[src/rtl/alu_chain_sequencer.sv]
// rtl/alu_chain_sequencer.sv - multi-word add/subtract sequencer around a narrow ALU
//
// Purpose:
//   Breaks a Words x BitWidth add or subtract into BitWidth-wide ALU passes,
//   least significant word first. The ALU carry-out of each pass is fed back
//   as the carry-in of the next pass. The result words are assembled, and the
//   final O,N,C,Z flags are produced. Subtraction is A + ~B + 1 through the
//   ALU add opcode: the initial carry-in is 1 and the B word is inverted.
//
// Ports:
//   Clk        in   rising-edge clock
//   Reset      in   asynchronous active-high reset
//   Start      in   request a new operation (sampled only while idle)
//   Op         in   0 = add, 1 = subtract (OpA - OpB)
//   OpA, OpB   in   Words*BitWidth operands
//   Busy       out  high while words are being fed to the ALU
//   Done       out  one-cycle pulse, Result/Flags valid
//   Result     out  assembled result, held until the next accepted Start
//   Flags      out  {V,N,C,Z} of the whole operation
//   AluA/AluB  out  current word to the ALU (zero outside EXEC)
//   AluFuncOp  out  ALU opcode, always add
//   AluIFlags  out  ALU input flags, only the carry bit (bit 1) is used
//   AluOE      out  ALU output enable, active low
//   AluY       in   ALU result word
//   AluOFlags  in   ALU flags {V,N,C,Z} for the current word

module alu_chain_sequencer #(
  parameter int BitWidth = 8,
  parameter int Words    = 4,
  parameter int FlagBits = 4
) (
  input  logic                      Clk,
  input  logic                      Reset,
  input  logic                      Start,
  input  logic                      Op,
  input  logic [BitWidth*Words-1:0] OpA,
  input  logic [BitWidth*Words-1:0] OpB,
  output logic                      Busy,
  output logic                      Done,
  output logic [BitWidth*Words-1:0] Result,
  output logic [FlagBits-1:0]       Flags,
  output logic [BitWidth-1:0]       AluA,
  output logic [BitWidth-1:0]       AluB,
  output logic [3:0]                AluFuncOp,
  output logic [FlagBits-1:0]       AluIFlags,
  output logic                      AluOE,
  input  logic [BitWidth-1:0]       AluY,
  input  logic [FlagBits-1:0]       AluOFlags
);

  // With a single word the index is still one bit wide, so the counter
  // declaration stays legal.
  localparam int IdxW = (Words > 1) ? $clog2(Words) : 1;
  localparam int TotW = BitWidth * Words;

  // Positions inside the flag vector.
  localparam int FlagZ = 0;
  localparam int FlagC = 1;
  localparam int FlagN = 2;
  localparam int FlagV = 3;

  localparam logic [3:0] AddOp = 4'b0000;

  typedef enum logic [1:0] {
    IDLE = 2'd0,
    EXEC = 2'd1,
    DONE = 2'd2
  } state_t;

  state_t              state_q, state_d;
  logic [IdxW-1:0]     index_q, index_d;
  logic [TotW-1:0]     a_q, a_d;
  logic [TotW-1:0]     b_q, b_d;
  logic                op_q, op_d;
  logic                carry_q, carry_d;
  logic                zero_acc_q, zero_acc_d;
  logic [TotW-1:0]     result_q, result_d;
  logic [FlagBits-1:0] flags_q, flags_d;
  logic                busy_q, busy_d;
  logic                done_q, done_d;
  logic                alu_oe_q, alu_oe_d;

  logic [BitWidth-1:0] a_word;
  logic [BitWidth-1:0] b_word;
  logic                last_word;

  // Select the word currently addressed by the index. A loop over constant
  // slices keeps the mux free of variable-width arithmetic.
  always_comb begin
    a_word = '0;
    b_word = '0;
    for (int w = 0; w < Words; w++) begin
      if (index_q == IdxW'(w)) begin
        a_word = a_q[w*BitWidth +: BitWidth];
        b_word = b_q[w*BitWidth +: BitWidth];
      end
    end
  end

  assign last_word = (index_q == IdxW'(Words - 1));

  // The ALU-facing words come only from registered state and shadow
  // operands. Start has no combinational path to any output.
  always_comb begin
    AluA      = '0;
    AluB      = '0;
    AluIFlags = '0;
    if (state_q == EXEC) begin
      AluA             = a_word;
      AluB             = op_q ? ~b_word : b_word;
      AluIFlags[FlagC] = carry_q;
    end
  end

  assign AluFuncOp = AddOp;
  assign Busy      = busy_q;
  assign Done      = done_q;
  assign AluOE     = alu_oe_q;
  assign Result    = result_q;
  assign Flags     = flags_q;

  always_comb begin
    state_d    = state_q;
    index_d    = index_q;
    a_d        = a_q;
    b_d        = b_q;
    op_d       = op_q;
    carry_d    = carry_q;
    zero_acc_d = zero_acc_q;
    result_d   = result_q;
    flags_d    = flags_q;
    busy_d     = busy_q;
    done_d     = 1'b0;
    alu_oe_d   = alu_oe_q;

    case (state_q)
      IDLE: begin
        busy_d   = 1'b0;
        alu_oe_d = 1'b1;
        if (Start) begin
          a_d        = OpA;
          b_d        = OpB;
          op_d       = Op;
          index_d    = '0;
          // A carry-in of 1 supplies the +1 of the two's-complement subtract.
          carry_d    = Op;
          zero_acc_d = 1'b1;
          state_d    = EXEC;
          busy_d     = 1'b1;
          alu_oe_d   = 1'b0;
        end
      end

      EXEC: begin
        for (int w = 0; w < Words; w++) begin
          if (index_q == IdxW'(w)) begin
            result_d[w*BitWidth +: BitWidth] = AluY;
          end
        end
        carry_d    = AluOFlags[FlagC];
        zero_acc_d = zero_acc_q & AluOFlags[FlagZ];
        if (last_word) begin
          // V and N are only meaningful for the most significant word.
          // Z must cover every word, so it comes from the accumulator.
          flags_d        = '0;
          flags_d[FlagV] = AluOFlags[FlagV];
          flags_d[FlagN] = AluOFlags[FlagN];
          flags_d[FlagC] = AluOFlags[FlagC];
          flags_d[FlagZ] = zero_acc_q & AluOFlags[FlagZ];
          state_d        = DONE;
          busy_d         = 1'b0;
          done_d         = 1'b1;
          alu_oe_d       = 1'b1;
        end else begin
          index_d = index_q + IdxW'(1);
        end
      end

      DONE: begin
        // Start is not looked at here. A request made during DONE is seen
        // only after the return to IDLE.
        state_d  = IDLE;
        busy_d   = 1'b0;
        alu_oe_d = 1'b1;
      end

      default: begin
        state_d  = IDLE;
        busy_d   = 1'b0;
        alu_oe_d = 1'b1;
      end
    endcase
  end

  always_ff @(posedge Clk or posedge Reset) begin
    if (Reset) begin
      state_q    <= IDLE;
      index_q    <= '0;
      a_q        <= '0;
      b_q        <= '0;
      op_q       <= 1'b0;
      carry_q    <= 1'b0;
      zero_acc_q <= 1'b0;
      result_q   <= '0;
      flags_q    <= '0;
      busy_q     <= 1'b0;
      done_q     <= 1'b0;
      alu_oe_q   <= 1'b1;
    end else begin
      state_q    <= state_d;
      index_q    <= index_d;
      a_q        <= a_d;
      b_q        <= b_d;
      op_q       <= op_d;
      carry_q    <= carry_d;
      zero_acc_q <= zero_acc_d;
      result_q   <= result_d;
      flags_q    <= flags_d;
      busy_q     <= busy_d;
      done_q     <= done_d;
      alu_oe_q   <= alu_oe_d;
    end
  end

endmodule
[config.mk]
export PLATFORM = sky130hd
export DESIGN_NAME = alu_chain_sequencer
export DESIGN_NICKNAME = d
export VERILOG_FILES = /design/src/rtl/alu_chain_sequencer.sv
export SDC_FILE = /design/constraint.sdc
export NUM_CORES = 1
export LEC_CHECK = 0
export BUFFER_PORTS_ARGS = -buffer_cell sky130_fd_sc_hd__buf_2
export CAP_MARGIN = 25
export CORE_MARGIN = 2
export CORE_UTILIZATION = 50
export CTS_BUF_LIST = sky130_fd_sc_hd__clkbuf_4 sky130_fd_sc_hd__clkbuf_8 sky130_fd_sc_hd__clkbuf_16
export CTS_CLUSTER_DIAMETER = 60
export DETAILED_ROUTE_END_ITERATION = 10
export HOLD_SLACK_MARGIN = 0.12
export MAX_ROUTING_LAYER = met4
export PLACE_DENSITY = 0.78
export RECOVER_POWER = 50
export SYNTH_ARGS = -nofsm -noshare
export SYNTH_HDL_FRONTEND = slang
export SYNTH_SLANG_ARGS = --single-unit
[constraint.sdc]
create_clock -name Clk -period 4.17 [get_ports Clk]
set_input_delay 0.2085 -clock Clk [delete_from_list [all_inputs] [get_ports Clk]]
set_output_delay 0.2085 -clock Clk [all_outputs]
set_load 0.02 [all_outputs]
# After elaboration in Yosys (flattened, before gate mapping)
# Index checks and enable logic that the tools add are counted.
# totals
regBits	110
inputBits	80
output_inout_bits	63
# classes
addsub	1
n_eq_ne	7
mux	30
bitwise_logic	2
reduce_logical	11
# op_table
operator	count
$mux W8	11
$reduce_and A2 Y1	7
$mux W1	9
$mux W2	4
$not A8 Y8	1
$pmux W1 S2	4
$pmux W2 S2	2
$ne A2 B2 Y1 const B	3
$eq A2 B1 Y1 const B	2
$eq A2 B2 Y1 const B	2
$logic_not A2 Y1	2
$reduce_and A3 Y1	1
$add A2 B1 Y2 const B	1
$reduce_bool A2 Y1	1
$and A1 B1 Y1	1

# Depth between registers and ports, before layout
# depth
depth_word	8
mapped_depth	8
mapped_depth_nobuf	6

# Least setup slack after synthesis
# No wires, ideal clock.
# synth_timing
path_kind	reg-to-output
startpoint	register index_q[0]
endpoint	output AluB[0]
t_arrival_ps	1735
required_ps	3962
setup_slack_ps	2227
path_stages_with_launch	9
n_path_buf	2
cell_sequence	dfrtp_1 inv_1 ha_1 buf_2 nand2b_1 clkbuf_1 o22ai_1 a21oi_1 mux2i_1
# synth_between
elab_chain_cells	8
word_cells_on_any_way	11
cone_classes	3 x eq/ne; 6 x mux; 1 x bitwise; 1 x reduce/logical
# synth_rtl
item	line_no	rtl
start, declared	71	logic [IdxW-1:0] index_q, index_d;
start signal, assigned	211	index_q <= index_d;
$logic_not A2 Y1	93	if (index_q == IdxW'(w)) begin
$mux W8 (3 in series)	93	
$mux W8 *	93	
$not A8 Y8	110	AluB = op_q ? ~b_word : b_word;
$mux W8 *	110	
$mux W8 *	108	if (state_q == EXEC) begin
end, declared	43	output logic [BitWidth-1:0] AluB,
# Every way passes the cells marked *; elsewhere a longest branch is shown, timed or not.

# Worst setup path after layout
# layout_timing
startpoint	register index_q[1]
endpoint	output AluA[5]
# layout_between
elab_chain_cells	6
word_cells_on_any_way	9
cone_classes	3 x eq/ne; 5 x mux; 1 x reduce/logical
# layout_rtl
item	line_no	rtl
$logic_not A2 Y1	93	
$mux W8 (3 in series)	93	
$mux W8 *	93	
$mux W8 *	108	
end, declared	42	output logic [BitWidth-1:0] AluA,
# Marks and branches as above.

==> run summary <==
The run finished, with violations left. The checks that failed: capacitance limit, slew limit. The worst-path maximum fanout came out at 19. The leakage power came out at roughly 0.0029 µW. Synthesis inferred 110 register bits.

The depth of the most critical reg-to-reg path came out at 4. The total wire length came out at 11600 µm. The routed wire length per instance is 16.6 µm. Setup repair after global routing left no endpoint under its margin.

The number of vias per cell is 5.22. During synthesis, Yosys emitted a total of 0 warnings. The number of global-route vias before repair is ~3.8k. The first global-routing pass estimated 18500 µm of wire. The maximum number of buffers from clock root to sink is 2.

Setup violations remaining at the end of the flow were counted as 0. The pre-CTS setup slack is approximately 1.7 ns. The area added between synthesis and finish is 34.3%. The remaining antenna violation count came out at 0. between 100 and 150 I/O pins were placed. Leaving out fill and tap cells, the most frequent cell in the layout is dfrtp_1.

The post-synthesis average cell area is 13.3 µm². The internal reg-to-reg setup slack came out at 1.34 ns. The starting density of the core came out at 0.516. The gate count of the mapped netlist is roughly 360.

The startpoint of the worst register-to-register path is state_q[0]$_DFFE_PP0P_. Global routing finished with a remaining overflow of 0. The post-CTS setup buffer count is 0. The area of the placeable core came out at 9240 µm². In this run the worst hold path is classified as reg2reg. In the layout the commonest cells are dfrtp_1 (109), buf_2 (96), mux2_2 (92). In the final layout, the share of cells above drive strength 1 is 0.372. The sequential-to-total area share from yosys stat is 0.578. TritonCTS built the clock tree.

The path type of the worst setup path is reg2out. The number of remaining DRC errors came out at 0. In this run the tightest slew margin relative to its limit is -0.739. Summing all multi-input logic gate instances after layout gives 1790 µm². The power consumption came out at 5000 µW. The first-pass iteration count of the detailed router came out at 5. The data arrival time of the critical path came out at ~2.7 ns. The total of buffers placed on input and output ports came out at 135. Clock-pin slew was measured on the worst setup and hold paths at 0.11 ns. The actual slew at the worst max-slew pin is 2.61 ns. The post-layout net count came out at approximately 650. Dividing total power by cell area gives a power density of between 700 and 800 nW/µm². The clock tree skew after final layout came out at between 0.01 and 0.015 ns.

Following the worst setup path forward leads to its endpoint at AluA[5]. STA classifies the critical path endpoint as an output port. The count of inserted antenna diode cells came out at 0. The number of vias after detailed routing is 3649.

The maximum level of the CTS H-tree came out at 3. The number of buffers inserted during clock tree synthesis is 9. The global routing usage summed across all routing layers is 0.240. The register area is 2750 µm². The shortest clock period the worst path allows after layout is 2.92 ns. The die footprint is 10300 µm². The number of hold-slack violations in the final timing report came out at 0. At the later pin of the worst-skew pair, clock insertion delay measures 0.37 ns. The number of pins with negative max-slew slack in the final report came out at between 150 and 200.

The data required time of the critical path is 3.96 ns. The worst supply voltage drop on vdd came out at 0.416 mV. The floorplan step set the die height to 102 µm. The tool flagged a number of max-cap violations equal to 3. The initial antenna violation count came out at 0.

The tree is rooted in a clkbuf_8. In the post-route analysis, the smallest setup slack over all paths is between 1 and 1.5 ns. The iteration-0 DRC count of the detailed router came out at 189.

The endpoint identified for the worst register-to-register timing path is index_q[0]$_DFFE_PP0P_. The number of enable-type register cells in the synthesized netlist came out at 0. In the synthesized netlist the dominant register cell turns out to be dfrtp_1.

Fill cells in the final layout number about 670. From left edge to right edge, the die measures 102 µm. The fmax came out at about 340 MHz. CTS saw between 100 and 150 sinks. The post-route fraction of the period consumed by the critical path is 0.701. The area of the mapped netlist is around 4800 µm². The aggregate negative setup slack is 0 ns. After synthesis, the share of flip-flops with an asynchronous set or reset is 1.00.

The count of different cell masters after synthesis is 31. After legalization and detailed placement, the total HPWL measured ~7300 µm. The floorplan has 35 rows. The most critical setup path has its startpoint at index_q[1]$_DFFE_PP0P_. The worst setup path is launched from a flop. Gates resized during post-CTS repair numbered 0. The final weighted congestion in routability-driven placement came out at a little over 0.8. Entering global routing, the biggest net connects 72 pins.
-- worst max-delay path, stage by stage (launching register included) --
cell      delay [ns]
dfrtp_1         0.43
inv_1           0.10
ha_1            0.69
nor2b_4         0.22
a221oi_1        0.47
a211o_1         0.17
a21oi_1         0.06
buf_2           0.18
-- flip-flops by register name, summed over array words and instances (netlist names), 2 cells and up --
register  cells
Result       32
a_q          32
b_q          32
Flags         4
index_q       2
state_q       2
-- per-stage QoR --
stage	area, µm²	instances	hold WS [ns]	util
after floorplan	4790	365	0.325	-
after global placement	5480	605	0.414	0.593
after detailed placement	5480	605	0.419	0.593
after CTS	6470	699	0.472	0.700
after global routing	6400	699	0.488	0.693
final	6400	699	0.469	0.693
-- cell families after synthesis --
group | count (synthesis) | synth area share
mux | 102 | 0.239
flops | 110 | 0.578
fa+ha+maj | 4 | 0.0105
compound gates | 63 | 0.0853
buf+inv | 43 | 0.0494
other cells | 1 | 0.000787
simple gates | 36 | 0.0375
-- what timing repair did --
item | 4_1_cts | 5_1_grt
endpoints found under the hold margin | 171 | 0
endpoints found under the setup margin | 0 | 0
hold buffers | 78 | 0
-- synth_stat cells (2+ instances only) --
cell type,count,area share
a221oi_1,7,0.013
ha_1,4,0.011
a22oi_1,9,0.014
inv_1,15,0.012
a211o_1,7,0.013
nand2b_1,4,0.0052
a21oi_1,18,0.019
buf_4,10,0.016
nor2_1,4,0.0031
buf_1,2,0.0016
o21ai_0,11,0.012
nand2_1,20,0.016
buf_6,3,0.0071
dfrtp_1,109,0.57
nand2_2,4,0.0052
o22ai_1,8,0.011
mux2_2,92,0.22
buf_2,11,0.012
mux2i_1,9,0.019
-- cell type report --
cell class,instances,share of cell area
repair buffers,216,0.222
flip-flops and latches,110,0.430
multi-input cells,212,0.280
inverters,16,0.00938
well taps,129,0.0252
clock buffers,10,0.0205
clock inverters,6,0.0121
-- worst min path at each step --
stage                                  from                   to  slack [ns]  cells past startpoint
after floorplan                     OpA[16]  a_q[16]$_DFFE_PP0P_        0.33                      2
after global placement              OpA[22]  a_q[22]$_DFFE_PP0P_        0.41                      3
after detailed placement            OpA[16]  a_q[16]$_DFFE_PP0P_        0.42                      3
after CTS                 AluOE$_DFFE_PP1P_    AluOE$_DFFE_PP1P_        0.47                      2
after global routing      AluOE$_DFFE_PP1P_    AluOE$_DFFE_PP1P_        0.49                      2
final                     AluOE$_DFFE_PP1P_    AluOE$_DFFE_PP1P_        0.47                      2
-- per-layer routing --
metal | GRT usage | vias to the layer above | part of all wire
met4 | 0.0800 | 0 | 0.020
met5 | - | - | 0
li1 | - | 1670 | -
met2 | 0.399 | 162 | 0.51
met1 | 0.298 | 1794 | 0.41
met3 | 0.0414 | 23 | 0.060
-- report_power, final --
group | switching [µW] | leakage, µW | internal, µW | total, µW
sequential | 274 | 0.00130 | 1610 | 1890
clock | 373 | 0.000104 | 296 | 670
combinational | 1390 | 0.00150 | 1060 | 2440
total | 2030 | 0.00291 | 2970 | 5000
No activity file was read; power rests on OpenSTA's default activity.
